### src/rtl/l1_arbiter_if.sv
// l2_requester_interface: L1 requester to L2 bridge request/write-data/read-return bundle
// master drives requests and write data and acknowledges returns; slave flags full and returns reads
interface l2_requester_interface #(parameter int SUB_ID_W = 2);
  logic [29:0]         addr;
  logic [3:0]          be;
  logic                rnw;
  logic                is_amo;
  logic [4:0]          amo_type_or_burst_size;
  logic [SUB_ID_W-1:0] sub_id;
  logic                request_push;
  logic                request_full;
  logic [31:0]         wr_data;
  logic                wr_data_push;
  logic                data_full;
  logic [31:0]         rd_data;
  logic                rd_data_valid;
  logic [SUB_ID_W-1:0] rd_sub_id;
  logic                rd_data_ack;
  modport master (
    output addr, be, rnw, is_amo, amo_type_or_burst_size, sub_id, request_push, wr_data, wr_data_push, rd_data_ack,
    input  request_full, data_full, rd_data, rd_data_valid, rd_sub_id
  );
  modport slave (
    input  addr, be, rnw, is_amo, amo_type_or_burst_size, sub_id, request_push, wr_data, wr_data_push, rd_data_ack,
    output request_full, data_full, rd_data, rd_data_valid, rd_sub_id
  );
endinterface

### src/rtl/l1_arbiter.sv
// l1_arbiter: round-robin merge of instruction/data L1 requesters onto one L2 requester stream
// clk, rst (sync, active-low); port0/port1 slave requesters (sub_id MSB becomes the port tag);
// l2 master toward the bridge, read returns routed back by rd_sub_id MSB
module l1_arbiter_fifo #(
  parameter int W     = 8,
  parameter int DEPTH = 4
) (
  input  logic         clk,
  input  logic         rst,
  input  logic         i_push,
  input  logic         i_pop,
  input  logic [W-1:0] i_din,
  output logic [W-1:0] o_dout,
  output logic         o_empty,
  output logic         o_full
);
  localparam int AW = $clog2(DEPTH);
  logic [W-1:0] r_mem [DEPTH];
  logic [AW:0]  r_wp, r_rp;
  logic         w_push, w_pop;
  assign o_empty = r_wp == r_rp;
  assign o_full  = (r_wp[AW] != r_rp[AW]) && (r_wp[AW-1:0] == r_rp[AW-1:0]);
  assign w_push  = i_push && !o_full;
  assign w_pop   = i_pop && !o_empty;
  assign o_dout  = r_mem[r_rp[AW-1:0]];
  always_ff @(posedge clk) begin
    if (!rst) begin
      r_wp <= '0;
      r_rp <= '0;
    end else begin
      if (w_push) r_wp <= r_wp + 1'b1;
      if (w_pop) r_rp <= r_rp + 1'b1;
    end
  end
  always_ff @(posedge clk) if (w_push) r_mem[r_wp[AW-1:0]] <= i_din;
endmodule

module l1_arbiter #(
  parameter int REQ_DEPTH  = 4,
  parameter int DATA_DEPTH = 16,
  parameter int SUB_ID_W   = 2
) (
  input logic                  clk,
  input logic                  rst,
  l2_requester_interface.slave  port0,
  l2_requester_interface.slave  port1,
  l2_requester_interface.master l2
);
  // requester sub_id MSB is not stored: the port tag replaces it at grant
  localparam int RW = 40 + SUB_ID_W;
  typedef enum logic {IDLE, WRITE_DATA} state_t;
  state_t                r_state, w_state_nxt;
  logic                  r_last_grant, w_last_grant_nxt;
  logic                  r_data_port, w_data_port_nxt;
  logic [5:0]            r_word_cnt, w_word_cnt_nxt, w_words;
  logic [RW-1:0]         w_req_in [2];
  logic [RW-1:0]         w_req_head [2];
  logic [31:0]           w_dat_head [2];
  logic [1:0]            w_req_empty, w_req_full, w_dat_empty, w_dat_full, w_req_pop, w_dat_pop, w_req_valid;
  logic [RW-1:0]         w_head;
  logic [SUB_ID_W-2:0]   w_head_sid;
  logic [4:0]            w_head_bs;
  logic                  w_head_rnw, w_head_amo, w_gnt_port, w_grant, w_wr;
  logic [1:0]            r_rd_valid;
  logic [31:0]           r_rd_data;
  logic [SUB_ID_W-1:0]   r_rd_sub_id;
  assign w_req_in[0] = {port0.addr, port0.be, port0.rnw, port0.is_amo, port0.amo_type_or_burst_size, port0.sub_id[SUB_ID_W-2:0]};
  assign w_req_in[1] = {port1.addr, port1.be, port1.rnw, port1.is_amo, port1.amo_type_or_burst_size, port1.sub_id[SUB_ID_W-2:0]};
  l1_arbiter_fifo #(.W(RW), .DEPTH(REQ_DEPTH)) u_req0 (
    .clk(clk), .rst(rst), .i_push(port0.request_push), .i_pop(w_req_pop[0]), .i_din(w_req_in[0]),
    .o_dout(w_req_head[0]), .o_empty(w_req_empty[0]), .o_full(w_req_full[0])
  );
  l1_arbiter_fifo #(.W(RW), .DEPTH(REQ_DEPTH)) u_req1 (
    .clk(clk), .rst(rst), .i_push(port1.request_push), .i_pop(w_req_pop[1]), .i_din(w_req_in[1]),
    .o_dout(w_req_head[1]), .o_empty(w_req_empty[1]), .o_full(w_req_full[1])
  );
  l1_arbiter_fifo #(.W(32), .DEPTH(DATA_DEPTH)) u_dat0 (
    .clk(clk), .rst(rst), .i_push(port0.wr_data_push), .i_pop(w_dat_pop[0]), .i_din(port0.wr_data),
    .o_dout(w_dat_head[0]), .o_empty(w_dat_empty[0]), .o_full(w_dat_full[0])
  );
  l1_arbiter_fifo #(.W(32), .DEPTH(DATA_DEPTH)) u_dat1 (
    .clk(clk), .rst(rst), .i_push(port1.wr_data_push), .i_pop(w_dat_pop[1]), .i_din(port1.wr_data),
    .o_dout(w_dat_head[1]), .o_empty(w_dat_empty[1]), .o_full(w_dat_full[1])
  );
  assign port0.request_full = w_req_full[0];
  assign port1.request_full = w_req_full[1];
  assign port0.data_full    = w_dat_full[0];
  assign port1.data_full    = w_dat_full[1];
  // round robin: on a tie the port that did not win last time goes
  assign w_req_valid = ~w_req_empty;
  assign w_gnt_port  = &w_req_valid ? ~r_last_grant : w_req_valid[1];
  assign w_grant     = (r_state == IDLE) && |w_req_valid && !l2.request_full;
  assign w_wr        = (r_state == WRITE_DATA) && !w_dat_empty[r_data_port] && !l2.data_full;
  assign w_head      = w_req_head[w_gnt_port];
  assign {l2.addr, l2.be, w_head_rnw, w_head_amo, w_head_bs, w_head_sid} = w_head;
  assign l2.rnw                    = w_head_rnw;
  assign l2.is_amo                 = w_head_amo;
  assign l2.amo_type_or_burst_size = w_head_bs;
  assign l2.sub_id                 = {w_gnt_port, w_head_sid};
  assign l2.request_push           = w_grant;
  assign l2.wr_data_push           = w_wr;
  assign l2.wr_data                = w_dat_head[r_data_port];
  assign w_req_pop = w_grant ? (w_gnt_port ? 2'b10 : 2'b01) : 2'b00;
  assign w_dat_pop = w_wr ? (r_data_port ? 2'b10 : 2'b01) : 2'b00;
  assign w_words   = w_head_rnw ? 6'd0 : w_head_amo ? 6'd1 : {1'b0, w_head_bs} + 6'd1;
  always_comb begin
    w_state_nxt      = r_state;
    w_last_grant_nxt = r_last_grant;
    w_data_port_nxt  = r_data_port;
    w_word_cnt_nxt   = r_word_cnt;
    if (w_grant) begin
      w_last_grant_nxt = w_gnt_port;
      if (!w_head_rnw) begin
        w_state_nxt     = WRITE_DATA;
        w_word_cnt_nxt  = w_words;
        w_data_port_nxt = w_gnt_port;
      end
    end
    if (w_wr) begin
      w_word_cnt_nxt = r_word_cnt - 6'd1;
      w_state_nxt    = (r_word_cnt == 6'd1) ? IDLE : WRITE_DATA;
    end
  end
  always_ff @(posedge clk) begin
    if (!rst) begin
      r_state      <= IDLE;
      r_last_grant <= 1'b1;
      r_data_port  <= 1'b0;
      r_word_cnt   <= '0;
    end else begin
      r_state      <= w_state_nxt;
      r_last_grant <= w_last_grant_nxt;
      r_data_port  <= w_data_port_nxt;
      r_word_cnt   <= w_word_cnt_nxt;
    end
  end
  always_ff @(posedge clk) begin
    if (!rst) begin
      r_rd_valid  <= '0;
      r_rd_data   <= '0;
      r_rd_sub_id <= '0;
    end else begin
      r_rd_valid  <= {l2.rd_data_valid & l2.rd_sub_id[SUB_ID_W-1], l2.rd_data_valid & ~l2.rd_sub_id[SUB_ID_W-1]};
      r_rd_data   <= l2.rd_data;
      r_rd_sub_id <= {1'b0, l2.rd_sub_id[SUB_ID_W-2:0]};
    end
  end
  assign port0.rd_data_valid = r_rd_valid[0];
  assign port1.rd_data_valid = r_rd_valid[1];
  assign port0.rd_data       = r_rd_data;
  assign port1.rd_data       = r_rd_data;
  assign port0.rd_sub_id     = r_rd_sub_id;
  assign port1.rd_sub_id     = r_rd_sub_id;
  assign l2.rd_data_ack      = 1'b1;
endmodule

### src/flat_wrapper.sv
// flat-port wrapper written by rule: the top's interface ports become plain ports
module l1_arbiter_flat 
#(
  parameter int REQ_DEPTH  = 4,
  parameter int DATA_DEPTH = 16,
  parameter int SUB_ID_W   = 2
)
  (clk, rst, port0_addr, port0_be, port0_rnw, port0_is_amo, port0_amo_type_or_burst_size, port0_sub_id, port0_request_push, port0_wr_data, port0_wr_data_push, port0_rd_data_ack, port0_request_full, port0_data_full, port0_rd_data, port0_rd_data_valid, port0_rd_sub_id, port1_addr, port1_be, port1_rnw, port1_is_amo, port1_amo_type_or_burst_size, port1_sub_id, port1_request_push, port1_wr_data, port1_wr_data_push, port1_rd_data_ack, port1_request_full, port1_data_full, port1_rd_data, port1_rd_data_valid, port1_rd_sub_id, l2_addr, l2_be, l2_rnw, l2_is_amo, l2_amo_type_or_burst_size, l2_sub_id, l2_request_push, l2_wr_data, l2_wr_data_push, l2_rd_data_ack, l2_request_full, l2_data_full, l2_rd_data, l2_rd_data_valid, l2_rd_sub_id);
  l2_requester_interface #(.SUB_ID_W(SUB_ID_W)) port0_i ();
  l2_requester_interface #(.SUB_ID_W(SUB_ID_W)) port1_i ();
  l2_requester_interface #(.SUB_ID_W(SUB_ID_W)) l2_i ();
  input logic clk;
  input logic rst;
  input wire logic [$bits(port0_i.addr)-1:0] port0_addr;
  input wire logic [$bits(port0_i.be)-1:0] port0_be;
  input wire logic [$bits(port0_i.rnw)-1:0] port0_rnw;
  input wire logic [$bits(port0_i.is_amo)-1:0] port0_is_amo;
  input wire logic [$bits(port0_i.amo_type_or_burst_size)-1:0] port0_amo_type_or_burst_size;
  input wire logic [$bits(port0_i.sub_id)-1:0] port0_sub_id;
  input wire logic [$bits(port0_i.request_push)-1:0] port0_request_push;
  input wire logic [$bits(port0_i.wr_data)-1:0] port0_wr_data;
  input wire logic [$bits(port0_i.wr_data_push)-1:0] port0_wr_data_push;
  input wire logic [$bits(port0_i.rd_data_ack)-1:0] port0_rd_data_ack;
  output wire logic [$bits(port0_i.request_full)-1:0] port0_request_full;
  output wire logic [$bits(port0_i.data_full)-1:0] port0_data_full;
  output wire logic [$bits(port0_i.rd_data)-1:0] port0_rd_data;
  output wire logic [$bits(port0_i.rd_data_valid)-1:0] port0_rd_data_valid;
  output wire logic [$bits(port0_i.rd_sub_id)-1:0] port0_rd_sub_id;
  input wire logic [$bits(port1_i.addr)-1:0] port1_addr;
  input wire logic [$bits(port1_i.be)-1:0] port1_be;
  input wire logic [$bits(port1_i.rnw)-1:0] port1_rnw;
  input wire logic [$bits(port1_i.is_amo)-1:0] port1_is_amo;
  input wire logic [$bits(port1_i.amo_type_or_burst_size)-1:0] port1_amo_type_or_burst_size;
  input wire logic [$bits(port1_i.sub_id)-1:0] port1_sub_id;
  input wire logic [$bits(port1_i.request_push)-1:0] port1_request_push;
  input wire logic [$bits(port1_i.wr_data)-1:0] port1_wr_data;
  input wire logic [$bits(port1_i.wr_data_push)-1:0] port1_wr_data_push;
  input wire logic [$bits(port1_i.rd_data_ack)-1:0] port1_rd_data_ack;
  output wire logic [$bits(port1_i.request_full)-1:0] port1_request_full;
  output wire logic [$bits(port1_i.data_full)-1:0] port1_data_full;
  output wire logic [$bits(port1_i.rd_data)-1:0] port1_rd_data;
  output wire logic [$bits(port1_i.rd_data_valid)-1:0] port1_rd_data_valid;
  output wire logic [$bits(port1_i.rd_sub_id)-1:0] port1_rd_sub_id;
  output wire logic [$bits(l2_i.addr)-1:0] l2_addr;
  output wire logic [$bits(l2_i.be)-1:0] l2_be;
  output wire logic [$bits(l2_i.rnw)-1:0] l2_rnw;
  output wire logic [$bits(l2_i.is_amo)-1:0] l2_is_amo;
  output wire logic [$bits(l2_i.amo_type_or_burst_size)-1:0] l2_amo_type_or_burst_size;
  output wire logic [$bits(l2_i.sub_id)-1:0] l2_sub_id;
  output wire logic [$bits(l2_i.request_push)-1:0] l2_request_push;
  output wire logic [$bits(l2_i.wr_data)-1:0] l2_wr_data;
  output wire logic [$bits(l2_i.wr_data_push)-1:0] l2_wr_data_push;
  output wire logic [$bits(l2_i.rd_data_ack)-1:0] l2_rd_data_ack;
  input wire logic [$bits(l2_i.request_full)-1:0] l2_request_full;
  input wire logic [$bits(l2_i.data_full)-1:0] l2_data_full;
  input wire logic [$bits(l2_i.rd_data)-1:0] l2_rd_data;
  input wire logic [$bits(l2_i.rd_data_valid)-1:0] l2_rd_data_valid;
  input wire logic [$bits(l2_i.rd_sub_id)-1:0] l2_rd_sub_id;
  assign port0_i.addr = port0_addr;
  assign port0_i.be = port0_be;
  assign port0_i.rnw = port0_rnw;
  assign port0_i.is_amo = port0_is_amo;
  assign port0_i.amo_type_or_burst_size = port0_amo_type_or_burst_size;
  assign port0_i.sub_id = port0_sub_id;
  assign port0_i.request_push = port0_request_push;
  assign port0_i.wr_data = port0_wr_data;
  assign port0_i.wr_data_push = port0_wr_data_push;
  assign port0_i.rd_data_ack = port0_rd_data_ack;
  assign port0_request_full = port0_i.request_full;
  assign port0_data_full = port0_i.data_full;
  assign port0_rd_data = port0_i.rd_data;
  assign port0_rd_data_valid = port0_i.rd_data_valid;
  assign port0_rd_sub_id = port0_i.rd_sub_id;
  assign port1_i.addr = port1_addr;
  assign port1_i.be = port1_be;
  assign port1_i.rnw = port1_rnw;
  assign port1_i.is_amo = port1_is_amo;
  assign port1_i.amo_type_or_burst_size = port1_amo_type_or_burst_size;
  assign port1_i.sub_id = port1_sub_id;
  assign port1_i.request_push = port1_request_push;
  assign port1_i.wr_data = port1_wr_data;
  assign port1_i.wr_data_push = port1_wr_data_push;
  assign port1_i.rd_data_ack = port1_rd_data_ack;
  assign port1_request_full = port1_i.request_full;
  assign port1_data_full = port1_i.data_full;
  assign port1_rd_data = port1_i.rd_data;
  assign port1_rd_data_valid = port1_i.rd_data_valid;
  assign port1_rd_sub_id = port1_i.rd_sub_id;
  assign l2_addr = l2_i.addr;
  assign l2_be = l2_i.be;
  assign l2_rnw = l2_i.rnw;
  assign l2_is_amo = l2_i.is_amo;
  assign l2_amo_type_or_burst_size = l2_i.amo_type_or_burst_size;
  assign l2_sub_id = l2_i.sub_id;
  assign l2_request_push = l2_i.request_push;
  assign l2_wr_data = l2_i.wr_data;
  assign l2_wr_data_push = l2_i.wr_data_push;
  assign l2_rd_data_ack = l2_i.rd_data_ack;
  assign l2_i.request_full = l2_request_full;
  assign l2_i.data_full = l2_data_full;
  assign l2_i.rd_data = l2_rd_data;
  assign l2_i.rd_data_valid = l2_rd_data_valid;
  assign l2_i.rd_sub_id = l2_rd_sub_id;
  l1_arbiter #(.REQ_DEPTH(REQ_DEPTH), .DATA_DEPTH(DATA_DEPTH), .SUB_ID_W(SUB_ID_W)) u_core (.clk(clk), .rst(rst), .port0(port0_i), .port1(port1_i), .l2(l2_i));
endmodule
### config.mk
export PLATFORM = sky130hd
export DESIGN_NAME = l1_arbiter_flat
export DESIGN_NICKNAME = d
export VERILOG_FILES = /design/src/rtl/l1_arbiter_if.sv /design/src/rtl/l1_arbiter.sv /design/src/flat_wrapper.sv
export SDC_FILE = /design/constraint.sdc
export NUM_CORES = 1
export LEC_CHECK = 0
export BUFFER_PORTS_ARGS = -buffer_cell sky130_fd_sc_hd__buf_2
export CAP_MARGIN = 20
export CELL_PAD_IN_SITES_DETAIL_PLACEMENT = 0
export CELL_PAD_IN_SITES_GLOBAL_PLACEMENT = 1
export CORE_MARGIN = 8
export CORE_UTILIZATION = 38
export DETAILED_ROUTE_END_ITERATION = 12
export PLACE_DENSITY = 0.66
export SKIP_CTS_REPAIR_TIMING = 1
export SYNTH_ARGS = -nofsm -noshare
export SYNTH_HDL_FRONTEND = slang
export SYNTH_HIERARCHICAL = 1
export SYNTH_SLANG_ARGS = --single-unit
### constraint.sdc
create_clock -name clk -period 4.5 [get_ports clk]
set_input_delay 0.225 -clock clk [delete_from_list [all_inputs] [get_ports clk]]
set_output_delay 0.225 -clock clk [all_outputs]
set_load 0.03 [all_outputs]
# [Word-level counts from Yosys, hierarchy flattened]
# Memory sizes are Yosys's and may differ from the RTL's. A register that Yosys moved wholly into a read port is not among the register bits.
# Index checks and enable logic that the tools add are counted.
[word_totals] ff_bits=77 mem_bits_rw=1360 inputBits=195 elab_cells=125 memories=4
[op_classes] addsub=10 magnitude_cmp=3 n_eq_ne=14 mux=37 bitwise=9 n_reduce_logical=32
[mem_list] memory="u_core.u_dat0.r_mem" depth=16 word_bits=32 read_ports=1 rd_ports_with_merged_regs=1 write_ports=1 line="l1_arbiter.sv:18" source="logic [W-1:0] r_mem [DEPTH];"
[mem_list] memory="u_core.u_dat1.r_mem" depth=16 word_bits=32 read_ports=1 rd_ports_with_merged_regs=1 write_ports=1 line="l1_arbiter.sv:18"
[mem_list] memory="u_core.u_req0.r_mem" depth=4 word_bits=42 read_ports=1 rd_ports_with_merged_regs=1 write_ports=1 line="l1_arbiter.sv:18"
[mem_list] memory="u_core.u_req1.r_mem" depth=4 word_bits=42 read_ports=1 rd_ports_with_merged_regs=1 write_ports=1 line="l1_arbiter.sv:18"
[ops] cell="2-to-1 mux 42 bit" n=3
[ops] cell="2-to-1 mux 32 bit" n=3
[ops] cell="2-to-1 mux 6 bit" n=4
[ops] cell="adder 5 x 1 -> 5 bit, second input constant" n=4
[ops] cell="logical AND 1 bit" n=16
[ops] cell="2-to-1 mux 2 bit" n=8
[ops] cell="2-to-1 mux 4 bit" n=4
[ops] cell="2-to-1 mux 1 bit" n=15
[ops] cell="adder 3 x 1 -> 3 bit, second input constant" n=4
[ops] cell="zero test 1 bit" n=11
[ops] cell="equality test 5 bit" n=2
[ops] cell="equality test 4 bit" n=2
[ops] cell="adder 5 x 1 -> 6 bit, second input constant" n=1
[ops] cell="equality test 3 bit" n=2
[ops] cell="equality test 6 x 1 -> 1 bit, second input constant" n=1
[ops] cell="AND reduction 2 bit" n=3
[ops] cell="subtractor 6 x 1 -> 6 bit, second input constant" n=1
[ops] cell="equality test 2 bit" n=2
[ops] cell=">= comparator 2 bit, second input constant" n=2
[ops] cell="inequality test 1 bit" n=4
[ops] cell="NOT 1 bit" n=4
[ops] cell="NOT 1 -> 2 bit" n=2
[ops] cell="AND 1 bit" n=2
[ops] cell="less-than comparator 1 x 2 -> 1 bit, second input constant" n=1
[ops] cell="other kinds (4)" n=4

# [Logic depth before layout (Yosys ltp)]
# Gate-level depths: netlist of run 1.
[depth] word_depth=13 mapped_depth=12

# [By module]
# The synthesis of run 1 kept the hierarchy.
[modules_own_cells] mod="l1_arbiter_fifo (u_core.u_dat0)" instances=1 cells_each=815 area_per_inst_um2=20324.5 seq_area_each_um2=15655.0
[modules_own_cells] mod="l1_arbiter_fifo (u_core.u_dat1)" instances=1 cells_each=815 area_per_inst_um2=20245.7 seq_area_each_um2=15655.0
[modules_own_cells] mod="l1_arbiter_fifo (u_core.u_req0 ...)" instances=2 cells_each=288 area_per_inst_um2=6608.8 seq_area_each_um2=5205.0
[modules_own_cells] mod="l1_arbiter" instances=1 cells_each=295 area_per_inst_um2=2889.0 seq_area_each_um2=880.8

# [Worst setup path after synthesis of run 1]
# No wires, ideal clock.
[synth_path] path_kind="reg-to-reg" start="register u_core.u_req0.r_wp[0]" end="memory u_core/u_req0/r_mem[3][0] (netlist name), enable pin" arrival_time_ns=2.876 path_slack_ns=1.183 path_stages_with_launch=4 synth_period_minus_slack_ns=3.317 cell_sequence="dfxtp_1 xor2_1 nor3_1 nor2_1"
[synth_via] elab_chain_cells=6
[synth_lines] item="start: declaration" line="l1_arbiter.sv:19" source="logic [AW:0] r_wp, r_rp;"
[synth_lines] item="start signal: assignment" line="l1_arbiter.sv:31" source="if (w_push) r_wp <= r_wp + 1'b1;"
[synth_lines] item="equality test 2 bit" line="l1_arbiter.sv:22" source="assign o_full = (r_wp[AW] != r_rp[AW]) && (r_wp[AW-1:0] == r_rp[AW-1:0]);"
[synth_lines] item="logical AND 1 bit" line="l1_arbiter.sv:22"
[synth_lines] item="via port0_request_full" line="flat_wrapper.sv:24" source="output wire logic [$bits(port0_i.request_full)-1:0] port0_request_full;"
[synth_lines] item="zero test 1 bit" line="l1_arbiter.sv:23" source="assign w_push = i_push && !o_full;"
[synth_lines] item="logical AND 1 bit" line="l1_arbiter.sv:23"
[synth_lines] item="2-to-1 mux 1 bit" line="l1_arbiter.sv:35" source="always_ff @(posedge clk) if (w_push) r_mem[r_wp[AW-1:0]] <= i_din;"
[synth_lines] item="2-to-1 mux 1 bit (not written as such)" line="l1_arbiter.sv:35"
[synth_lines] item="end: declaration" line="l1_arbiter.sv:18"
# The timed path passes the listed nets, and every way through them passes these cells.

==> impl_metrics.py, run 1 <==
metrics = {
    "placed_design": {
        "place_ws_ns": 1.32,
        "dp_hpwl_mm": 82.2,
        "place_congestion": 0.780,
        "placedCellCount": 4694,
        "io_buffers": 339,
    },
    "power": {
        "pwr-share-clk": 0.372,
        "leakage_nw": 21.8,
        "swShare": 0.259,
        "peakVddDrop_v": 0.000388,
        "switchingPower_mw": 8.40,
        "internal-power_mw": 24.0,
        "combPwrFrac": 0.146,
        "sequentialPowerShare": 0.482,
        "powerDensity_mw_per_mm2": 481,
    },
    "setup_path": {
        "worstPathRequired_ns": 4.28,
        "max_stage_delay_ns": 0.74,
        "crit_type": "reg -> out",
        "cp_top_family": "multiplexers",
        "cp-start-kind": "flip-flop",
        "crit_slowest_cell": "dfxtp_4",
        "cp.arrival_ns": 3.69,
        "rr_startpoint": "u_core/u_dat1/r_wp[2]$_SDFFE_PN0P_",
        "path_buf_inv": 2,
        "path_cells": "buf_4 -> mux4_1 -> mux4_2 -> mux2_2 -> buf_2",
        "worst-path-max-fanout": 29,
        "end_kind": "output pin",
    },
    "clock_tree": {
        "htreeDepth": 4,
        "clock_latency_ns": 0.77,
        "clockRootBuffer": "clkbuf_16",
        "cts_sinks": 1448,
        "cts_buffers": 151,
        "cts_buffer_depth": 3,
        "cts_tree": "built",
        "clk_pin_slew_ns": 0.07,
    },
    "synthesis": {
        "synth_compound_area_frac": 0.0120,
        "netlist_area_sq_mm": 0.0567,
        "ys_types": 65,
        "yosys_most_used_dff": "edfxtp_1",
        "ys_async_sr_fraction": 0,
        "synth-seq-cells": 1448,
        "synth_top_family_by_area": "multiplexers",
        "synthTopCellsByCount": "1360 x edfxtp_1, 322 x mux4_2, 88 x dfxtp_1, 82 x mux4_1, 70 x mux2_2",
        "syn_avg_cell_area_sq_um": 22.7,
        "yosysMostFrequentCell": "edfxtp_1",
        "netlist.area_leader.share": 0.721,
        "ys_warn_count": 6,
        "netlist_instances": 2501,
        "seq_area_frac_synth": 0.752,
        "synth_area_leaders": "edfxtp_1 72%, mux4_2 13%, mux4_1 3.8%",
        "synth_top_area_cell": "edfxtp_1",
        "synthAdderAreaFrac": 0.00508,
        "synthMuxAreaShare": 0.183,
        "synthXorXnorAreaFrac": 0.00417,
        "synth-simple-area-share": 0.0233,
        "synth-edff-count": 1360,
    },
    "die": {
        "dieArea_sq_mm": 0.162,
        "io_pins": 347,
        "die_w_um": 402,
        "die_h_um": 402,
        "start_util": 0.383,
        "core_area_sq_mm": 0.148,
        "num_rows": 141,
    },
    "worst_hold_path": {
        "min_path_type": "in -> reg",
        "hold_path_startpoint": "l2_data_full",
    },
    "timing": {
        "layout_setup_ws_ns": 0.583,
        "worst_pin_slew_ns": 1.06,
        "relSlewSlack": 0.291,
        "rsz0062_at_grt": "false",
        "fin_crit_sh": 0.870,
        "fin_tns_setup_ns": 0,
        "slew_violations": 0,
        "fin_worst_skew_ns": 0.0360,
        "fin_crit_ns": 3.92,
        "clock.fmax_mhz": 255,
        "setup_viol": 0,
        "hold_viol": 0,
    },
    "grt": {
        "met3_usage": 0.0493,
        "grtUsageMet2": 0.272,
        "overflow": 0,
        "grt_max_degree": 56,
        "busiest_layer": "met2",
        "grt_pass1_vias": 28400,
        "grt_pass1_wl_mm": 195,
        "grtUsageMet1": 0.208,
        "antenna_found_initial": 23,
        "grt_util_all_layers": 0.162,
    },
    "drt": {
        "num_vias": 27600,
        "drt_iter0_drc": 2091,
        "via_per_inst": 5.34,
        "wl_per_cell_um": 26.1,
        "drc": 0,
        "detail_route.first_pass.iterations": 5,
        "ant_nets": 0,
        "routed_wl_mm": 135,
    },
    "finish": {
        "ff_latch_area_sq_mm": 0.0426,
        "nets": 3325,
        "final_util": 0.456,
        "fill_cells": 12200,
        "area_growth_syn_to_layout_pct": 18.9,
        "final_layout_size_suffix_gt1_frac": 0.338,
        "fin_cells": 5169,
        "multi_input_area_sq_mm": 0.0130,
    },
    "flow_run": {
        "drv_cap": 0,
    },
    "outcome": {
        "status": "finished clean",
    },
}
## cell usage in the layout (no fill, tap or decap), types with 10 or more instances in the layout
cell type,Yosys,final
a21oi_1,13,11
clkbuf_1,53,37
nand3_1,23,23
clkinv_2,0,21
mux2_2,70,70
buf_2,21,338
diode_2,0,13
and3_2,0,22
buf_12,0,10
buf_4,38,72
nand2_1,36,36
dfxtp_1,88,75
dlygate4sd3_1,0,190
clkinv_1,0,28
inv_1,31,31
nor2_1,20,18
edfxtp_1,1360,1360
and2_1,44,38
o211ai_1,18,18
clkbuf_16,0,155
mux4_2,322,322
mux4_1,82,82
mux2i_1,18,18
nand4_1,18,18
nand3b_1,10,10
nor3_1,10,10
xnor2_1,18,18
o21ai_0,16,16
ha_1,23,23
## power groups by stage
stage	logic, mW	clock network [mW]	registers (mW)
floorplan	3.18	0	15.8
global placement	4.54	0	15.9
detailed placement	4.63	0	15.9
CTS	4.65	12.4	15.6
global route	5.06	12.9	15.7
finish	4.74	12.0	15.6
## cells by family after synthesis
group / after synthesis
buffers and inverters: 190
xor gates and xnor gates: 27
muxes: 493
and+or+nand+nor: 227
adders and majority gates: 23
DFF: 1448
other: 2
AOI/OAI and AO/OA: 91
## state kept, by name, summed over array words and instances (netlist names), 6 cells and up, named ones only
name and count:
u_core/u_dat0/r_mem 512, u_core/port0.rd_data 32, u_core/r_word_cnt 6, u_core/u_req0/r_mem 168
u_core/u_req1/r_mem 168, u_core/u_dat1/r_mem 512
## per-stage QoR
step	power [mW]	cell area [sq um]	hold WS (ns)
after floorplan	19.0	56700	0.297
after global placement	20.4	60600	0.395
after detailed placement	20.5	60600	0.401
after CTS	32.6	65500	-0.433
after global routing	33.6	67400	0.0322
final	32.4	67400	0.0764
## final timing paths
path | depth (start not counted) | slack (ns) | to
setup / recovery | 5 | 0.58 | l2_wr_data[2]
hold / removal | 4 | 0.08 | u_core/r_word_cnt[2]$_SDFFE_PN0P_
setup reg to reg | 5 | 1.35 | u_core/u_dat1/r_mem[3][4]$_DFFE_PP_
hold reg to reg | 2 | 0.50 | u_core/r_last_grant$_SDFFE_PN1P_
## layout make-up
| type | instances | area share |
|---|---|---|
| Clock inverter | 77 | 0.0118 |
| Inverter | 32 | 0.00178 |
| Multi-Input combinational cell | 864 | 0.193 |
| Tap cell | 1930 | 0.0358 |
| Timing Repair Buffer | 610 | 0.0643 |
| Clock buffer | 195 | 0.0602 |
| Antenna cell | 13 | 0.000483 |
| Sequential cell | 1448 | 0.632 |
## routing by layer
| layer | vias up | routed length, um |
|---|---|---|
| met5 | - | 95 |
| met4 | 14 | 2390 |
| met3 | 195 | 9720 |
| met2 | 885 | 67500 |
| met1 | 14700 | 55500 |
| li1 | 11800 | - |
## worst register-to-register path: cells and delay by family (launching register included)
family | cells | cell delay [ns]
AND/OR/NAND/NOR | 2 | 1.05
flip-flops | 1 | 0.55
AO/OA/AOI/OAI | 1 | 0.54
buffers and inverters | 1 | 0.50
XOR/XNOR | 1 | 0.14
Note: power is estimated with default switching activity, not from simulation.
==> inputs of run 2 (changes only) <==
- CORE_UTILIZATION: 38 -> 45
- PLACE_DENSITY: 0.66 -> 0.74
==> run 2 against run 1 <==
Global-route usage rose by 2.3 points. Clock skew rose by 0.0070 ns. First-iteration DRC count rose by 24%. Sequential share of layout area rose by 0.31 points. Die area fell by 15%. Worst hold slack improved by 0.019 ns. Utilization rose by 8.0 points. Critical path depth rose by 2. Worst setup slack got worse by 0.16 ns. Largest cell class unchanged. Largest power group unchanged. Highest routed layer unchanged.
==> impl_metrics.py, run 2 (same netlist as run 1, synthesis figures left out) <==
metrics = {
    "drt": {
        "via_per_inst": 5.71,
        "detail_route.first_pass.iterations": 5,
        "wl_per_cell_um": 27.0,
        "drt_iter0_drc": 2585,
        "ant_nets": 0,
        "num_vias": 27900,
        "drc": 0,
        "routed_wl_mm": 132,
    },
    "finish": {
        "layout_commonest_cell": "edfxtp_1",
        "fin_area_sq_mm": 0.0671,
        "layout_common_cells": "1360 x edfxtp_1, 338 x buf_2, 322 x mux4_2, 189 x dlygate4sd3_1, 152 x clkbuf_16",
        "final_layout_size_suffix_gt1_frac": 0.343,
        "area_growth_syn_to_layout_pct": 18.3,
        "nets": 3318,
        "fin_cells": 4884,
    },
    "clock_tree": {
        "clock_latency_ns": 0.78,
        "cts_buffers": 147,
        "clockRootBuffer": "clkbuf_16",
        "htreeDepth": 4,
        "cts_sinks": 1448,
        "cts_buffer_depth": 3,
        "cts_tree": "built",
        "clk_pin_slew_ns": 0.06,
    },
    "grt": {
        "grt_max_degree": 103,
        "grt_pass1_vias": 28200,
        "antenna_found_initial": 13,
        "grt_pass1_wl_mm": 187,
        "overflow": 0,
        "grt_util_all_layers": 0.185,
    },
    "timing": {
        "fin_tns_setup_ns": 0,
        "relSlewSlack": 0.309,
        "layout_setup_ws_ns": 0.425,
        "rsz0062_at_grt": "false",
        "fin_crit_ns": 4.08,
        "setup_viol": 0,
        "clock.fmax_mhz": 245,
        "slew_violations": 0,
        "worst_pin_slew_ns": 1.04,
        "fin_worst_skew_ns": 0.0430,
        "fin_crit_sh": 0.906,
        "hold_viol": 0,
    },
    "die": {
        "io_pins": 347,
        "die_w_um": 371,
        "start_util": 0.453,
        "dieArea_sq_mm": 0.138,
        "num_rows": 130,
        "core_area_sq_mm": 0.125,
        "die_h_um": 371,
    },
    "setup_path": {
        "cp-startpoint": "u_core/u_req0/r_wp[1]$_SDFFE_PN0P_",
        "timing.reg2reg.setup_slack_ns": 1.16,
        "worstPathRequired_ns": 4.28,
        "path_buf_inv": 2,
        "max_stage_delay_ns": 0.55,
        "end_kind": "output pin",
        "cp_top_family": "simple AND/OR/NAND/NOR gates",
        "path_cells": "xor2_1 -> nor3_1 -> nor2b_4 -> nor2_4 -> buf_4 -> mux2_2 -> buf_2",
        "cp.depth": 7,
        "setup.worst_path.end": "l2_addr[22]",
        "rr_worst_depth": 9,
        "cp.arrival_ns": 3.85,
        "rr_startpoint": "u_core/u_req0/r_wp[1]$_SDFFE_PN0P_",
        "worst-path-max-fanout": 31,
        "crit_slowest_cell": "buf_4",
        "cp-start-kind": "flip-flop",
        "crit_type": "reg -> out",
    },
    "placed_design": {
        "placed_cell_area_sq_mm": 0.0602,
        "placedCellCount": 4412,
        "place_congestion": 0.755,
        "io_buffers": 339,
        "dp_hpwl_mm": 78.3,
        "place_ws_ns": 1.14,
    },
    "power": {
        "leakage_nw": 21.8,
        "powerDensity_mw_per_mm2": 486,
        "peakVddDrop_v": 0.000512,
    },
    "outcome": {
        "status": "finished clean",
    },
    "flow_run": {
        "drv_cap": 0,
    },
    "worst_hold_path": {
        "min_path_type": "in -> reg",
    },
}
[run 2: cell count changes in the layout (fill, tap and decap cells not counted), moves of 3 or more]
cell / previous run / this run
buf_12: 10 / 6
bufinv_16: 8 / 16
clkbuf_1: 37 / 19
clkbuf_16: 155 / 152
clkinv_1: 28 / 25
clkinv_2: 21 / 26
clkinvlp_4: 4 / 12
diode_2: 13 / 16
[run 2: worst min path at each step]
stage | slack (ns) | from | cells after the start | endpoint
floorplan | 0.30 | l2_rd_sub_id[1] | 1 | u_core/r_rd_valid[0]$_SDFF_PN0_
global placement | 0.40 | l2_rd_sub_id[1] | 2 | u_core/r_rd_valid[0]$_SDFF_PN0_
detailed placement | 0.41 | l2_rd_sub_id[1] | 2 | u_core/r_rd_valid[0]$_SDFF_PN0_
CTS | -0.44 | l2_rd_sub_id[1] | 2 | u_core/r_rd_valid[0]$_SDFF_PN0_
global route | 0.08 | l2_data_full | 4 | u_core/r_word_cnt[2]$_SDFFE_PN0P_
finish | 0.1 | l2_data_full | 4 | u_core/r_word_cnt[2]$_SDFFE_PN0P_
[run 2: layout make-up]
class | instances | area (sq um)
fillers | 9394 | 58200
flip-flops and latches | 1448 | 42600
multi-input cells | 864 | 13000
repair buffers | 607 | 4260
clock buffers | 172 | 3890
well taps | 1650 | 2060
clock inverters | 95 | 1060
inverters | 32 | 120
diodes | 16 | 40.0
[run 2: worst reg2reg max path, stage by stage, from the launching register on]
cell and delay [ns]:
dfxtp_1 0.52, xor2_1 0.20, nor3_1 0.52, nor2b_4 0.13, nor2_4 0.52, buf_4 0.55, nor2_1 0.24, nand3b_1 0.16
o21ai_0 0.13, a211o_1 0.26
[run 2: layer usage]
metal | wire length, um | track usage | up-vias | share of wire
met5 | 41 | 0 | - | 0.00031
met4 | 2500 | 0.0446 | 6 | 0.019
met3 | 11300 | 0.0599 | 187 | 0.086
met2 | 65900 | 0.309 | 1134 | 0.50
met1 | 52100 | 0.237 | 14700 | 0.39
li1 | - | - | 11800 | -
[run 2: stage by stage]
step / hold slack (ns) / power, mW / util
6_report: 0.0957 / 32.6 / 0.536
5_1_grt: 0.0782 / 33.8 / 0.535
4_1_cts: -0.435 / 32.8 / 0.520
3_5_place_dp: 0.408 / 20.5 / 0.481
3_3_place_gp: 0.396 / 20.3 / 0.481
2_1_floorplan: 0.297 / 19.0 / -
[run 2: where the power goes]
group | leakage, nW | internal, mW | total (mW) | switching, mW
Sequential | 13.1 | 15.3 | 15.6 | 0.274
Clock | 2.38 | 7.17 | 12.3 | 5.14
Combinational | 6.40 | 1.75 | 4.70 | 2.95
Total | 21.8 | 24.3 | 32.6 | 8.36
==> inputs of run 3 (changes only) <==
- CORE_UTILIZATION: 45 -> 40
- PLACE_DENSITY: 0.74 -> 0.68
==> run 3 against run 2 <==
Worst hold slack got worse by 0.073 ns. Clock skew fell by 0.0021 ns. Cell count rose by 5.1%. First-iteration DRC count fell by 12%. Count of clock-buffer cells in the layout rose by 22. Critical endpoint is now l2_wr_data[0]. Largest cell class unchanged.
==> impl_metrics.py, run 3 (same netlist as run 1, synthesis figures left out) <==
metrics = {
    "finish": {
        "fill_cells": 11400,
        "final_layout_size_suffix_gt1_frac": 0.339,
        "layout_common_cells": "1360 x edfxtp_1, 338 x buf_2, 322 x mux4_2, 189 x dlygate4sd3_1, 152 x clkbuf_16",
        "area_growth_syn_to_layout_pct": 18.7,
        "layout_commonest_cell": "edfxtp_1",
        "nets": 3324,
    },
    "clock_tree": {
        "clock_latency_ns": 0.78,
        "htreeDepth": 4,
        "clockRootBuffer": "clkbuf_16",
        "cts_tree": "built",
        "clk_pin_slew_ns": 0.06,
        "cts_buffers": 150,
        "cts_buffer_depth": 3,
        "cts_sinks": 1448,
    },
    "drt": {
        "drt_iter0_drc": 2286,
        "ant_nets": 0,
        "detail_route.first_pass.iterations": 5,
        "routed_wl_mm": 132,
        "wl_per_cell_um": 25.6,
        "via_per_inst": 5.38,
        "num_vias": 27600,
        "drc": 0,
    },
    "die": {
        "io_pins": 347,
        "die_h_um": 392,
        "core_area_sq_mm": 0.141,
        "num_rows": 138,
        "start_util": 0.402,
        "dieArea_sq_mm": 0.154,
        "die_w_um": 392,
    },
    "timing": {
        "clock.fmax_mhz": 252,
        "slew_violations": 0,
        "relSlewSlack": 0.268,
        "fin_crit_sh": 0.883,
        "fin_crit_ns": 3.98,
        "fin_tns_setup_ns": 0,
        "fin_worst_skew_ns": 0.0409,
        "rsz0062_at_grt": "false",
        "worst_pin_slew_ns": 1.10,
        "hold_viol": 0,
        "setup_viol": 0,
    },
    "power": {
        "power_mw": 32.4,
        "leakage_nw": 21.8,
        "pwr-share-clk": 0.371,
        "peakVddDrop_v": 0.000513,
        "switchingPower_mw": 8.39,
        "powerDensity_mw_per_mm2": 481,
        "internal-power_mw": 24.0,
        "swShare": 0.259,
        "sequentialPowerShare": 0.482,
        "combPwrFrac": 0.146,
    },
    "placed_design": {
        "dp_hpwl_mm": 79.2,
        "io_buffers": 339,
        "place_congestion": 0.761,
    },
    "setup_path": {
        "max_stage_delay_ns": 0.73,
        "cp-start-kind": "flip-flop",
        "worstPathRequired_ns": 4.28,
        "worst-path-max-fanout": 30,
        "cp.arrival_ns": 3.75,
        "crit_type": "reg -> out",
        "crit_slowest_cell": "dfxtp_4",
        "end_kind": "output pin",
        "timing.rr.end": "u_core/r_word_cnt[2]$_SDFFE_PN0P_",
        "cp_top_family": "multiplexers",
        "path_cells": "buf_4 -> mux4_1 -> mux4_2 -> mux2_2 -> buf_2",
        "path_buf_inv": 2,
        "timing.reg2reg.setup_slack_ns": 1.20,
        "rr_startpoint": "u_core/u_req0/r_wp[0]$_SDFFE_PN0P_",
        "rr_worst_depth": 9,
    },
    "worst_hold_path": {
        "whs_path_depth": 4,
        "min_path_type": "in -> reg",
        "holdPathEnd": "u_core/r_word_cnt[2]$_SDFFE_PN0P_",
        "hold_path_startpoint": "l2_data_full",
    },
    "grt": {
        "overflow": 0,
        "antenna_found_initial": 17,
        "grt_pass1_vias": 28100,
        "grt_pass1_wl_mm": 188,
        "grt_max_degree": 76,
        "grt_util_all_layers": 0.166,
    },
    "outcome": {
        "status": "finished clean",
    },
    "flow_run": {
        "drv_cap": 0,
    },
}
run 3: cell count changes in the layout (fill, tap and decap cells not counted), sizes merged:
cell | previous run | this run
clkinvlp | 14 | 2
diode | 16 | 13
buf | 418 | 421
clkbuf | 172 | 194
clkinv | 60 | 61
inv | 37 | 42
bufinv | 16 | 8
run 3: area by class of cell:
type | instances | area, sq um | area share
sequential | 1448 | 42600 | 0.634
multi-input combinational | 864 | 13000 | 0.193
timing repair buffer | 610 | 4280 | 0.0636
clock buffer | 194 | 4010 | 0.0595
tap | 1890 | 2360 | 0.0352
clock inverter | 81 | 821 | 0.0122
inverter | 32 | 120 | 0.00179
antenna | 13 | 32.5 | 0.000484
run 3: per-stage QoR:
step	setup WS (ns)	std cells	hold WS, ns	instance area (sq um)	utilization
4_1_cts	0.389	4930	-0.437	65300	0.463
3_3_place_gp	1.25	4655	0.397	60500	0.429
6_report	0.524	5132	0.0228	67300	0.477
2_1_floorplan	1.18	2502	0.297	56700	-
5_1_grt	0.308	5125	0.0125	67300	0.477
3_5_place_dp	1.16	4655	0.405	60500	0.429
run 3: worst max path at each step:
stage                     slack [ns]  cells after the start                                  end                               start
after detailed placement        1.16                      9    u_core/r_word_cnt[2]$_SDFFE_PN0P_  u_core/u_req0/r_wp[0]$_SDFFE_PN0P_
after global routing            0.31                      5                        l2_wr_data[0]                           flip-flop
after global placement          1.25                      9    u_core/r_word_cnt[1]$_SDFFE_PN0P_  u_core/u_req0/r_wp[0]$_SDFFE_PN0P_
after floorplan                 1.18                      3  u_core/u_req0/r_mem[3][0]$_DFFE_PP_  u_core/u_req0/r_wp[0]$_SDFFE_PN0P_
after CTS                       0.39                      5                        l2_wr_data[0]                           flip-flop
final                           0.52                      5                        l2_wr_data[0]                           flip-flop
run 3: metal layers:
| metal | vias to the layer above | wire, um | part of all wire | global-route usage |
|---|---|---|---|---|
| li1 | 11800 | - | - | - |
| met1 | 14600 | 51500 | 0.39 | 0.206 |
| met2 | 931 | 67400 | 0.51 | 0.284 |
| met3 | 203 | 9590 | 0.073 | 0.0477 |
| met4 | 4 | 3000 | 0.023 | 0.0450 |
| met5 | - | 29 | 0.00022 | 0 |
run 3: tightest hold or removal path: stages:
cell	delay (ns)
buf_2	0.07
nand3b_2	0.18
o21a_1	0.13
o2111a_1	0.16
run 3: power by group through the flow:
stage	Sequential, mW	Clock, mW	Combinational (mW)
after floorplan	15.8	0	3.18
after global placement	15.8	0	4.57
after detailed placement	15.9	0	4.63
after CTS	15.6	12.3	4.65
after global routing	15.7	12.8	5.05
final	15.6	12.0	4.73
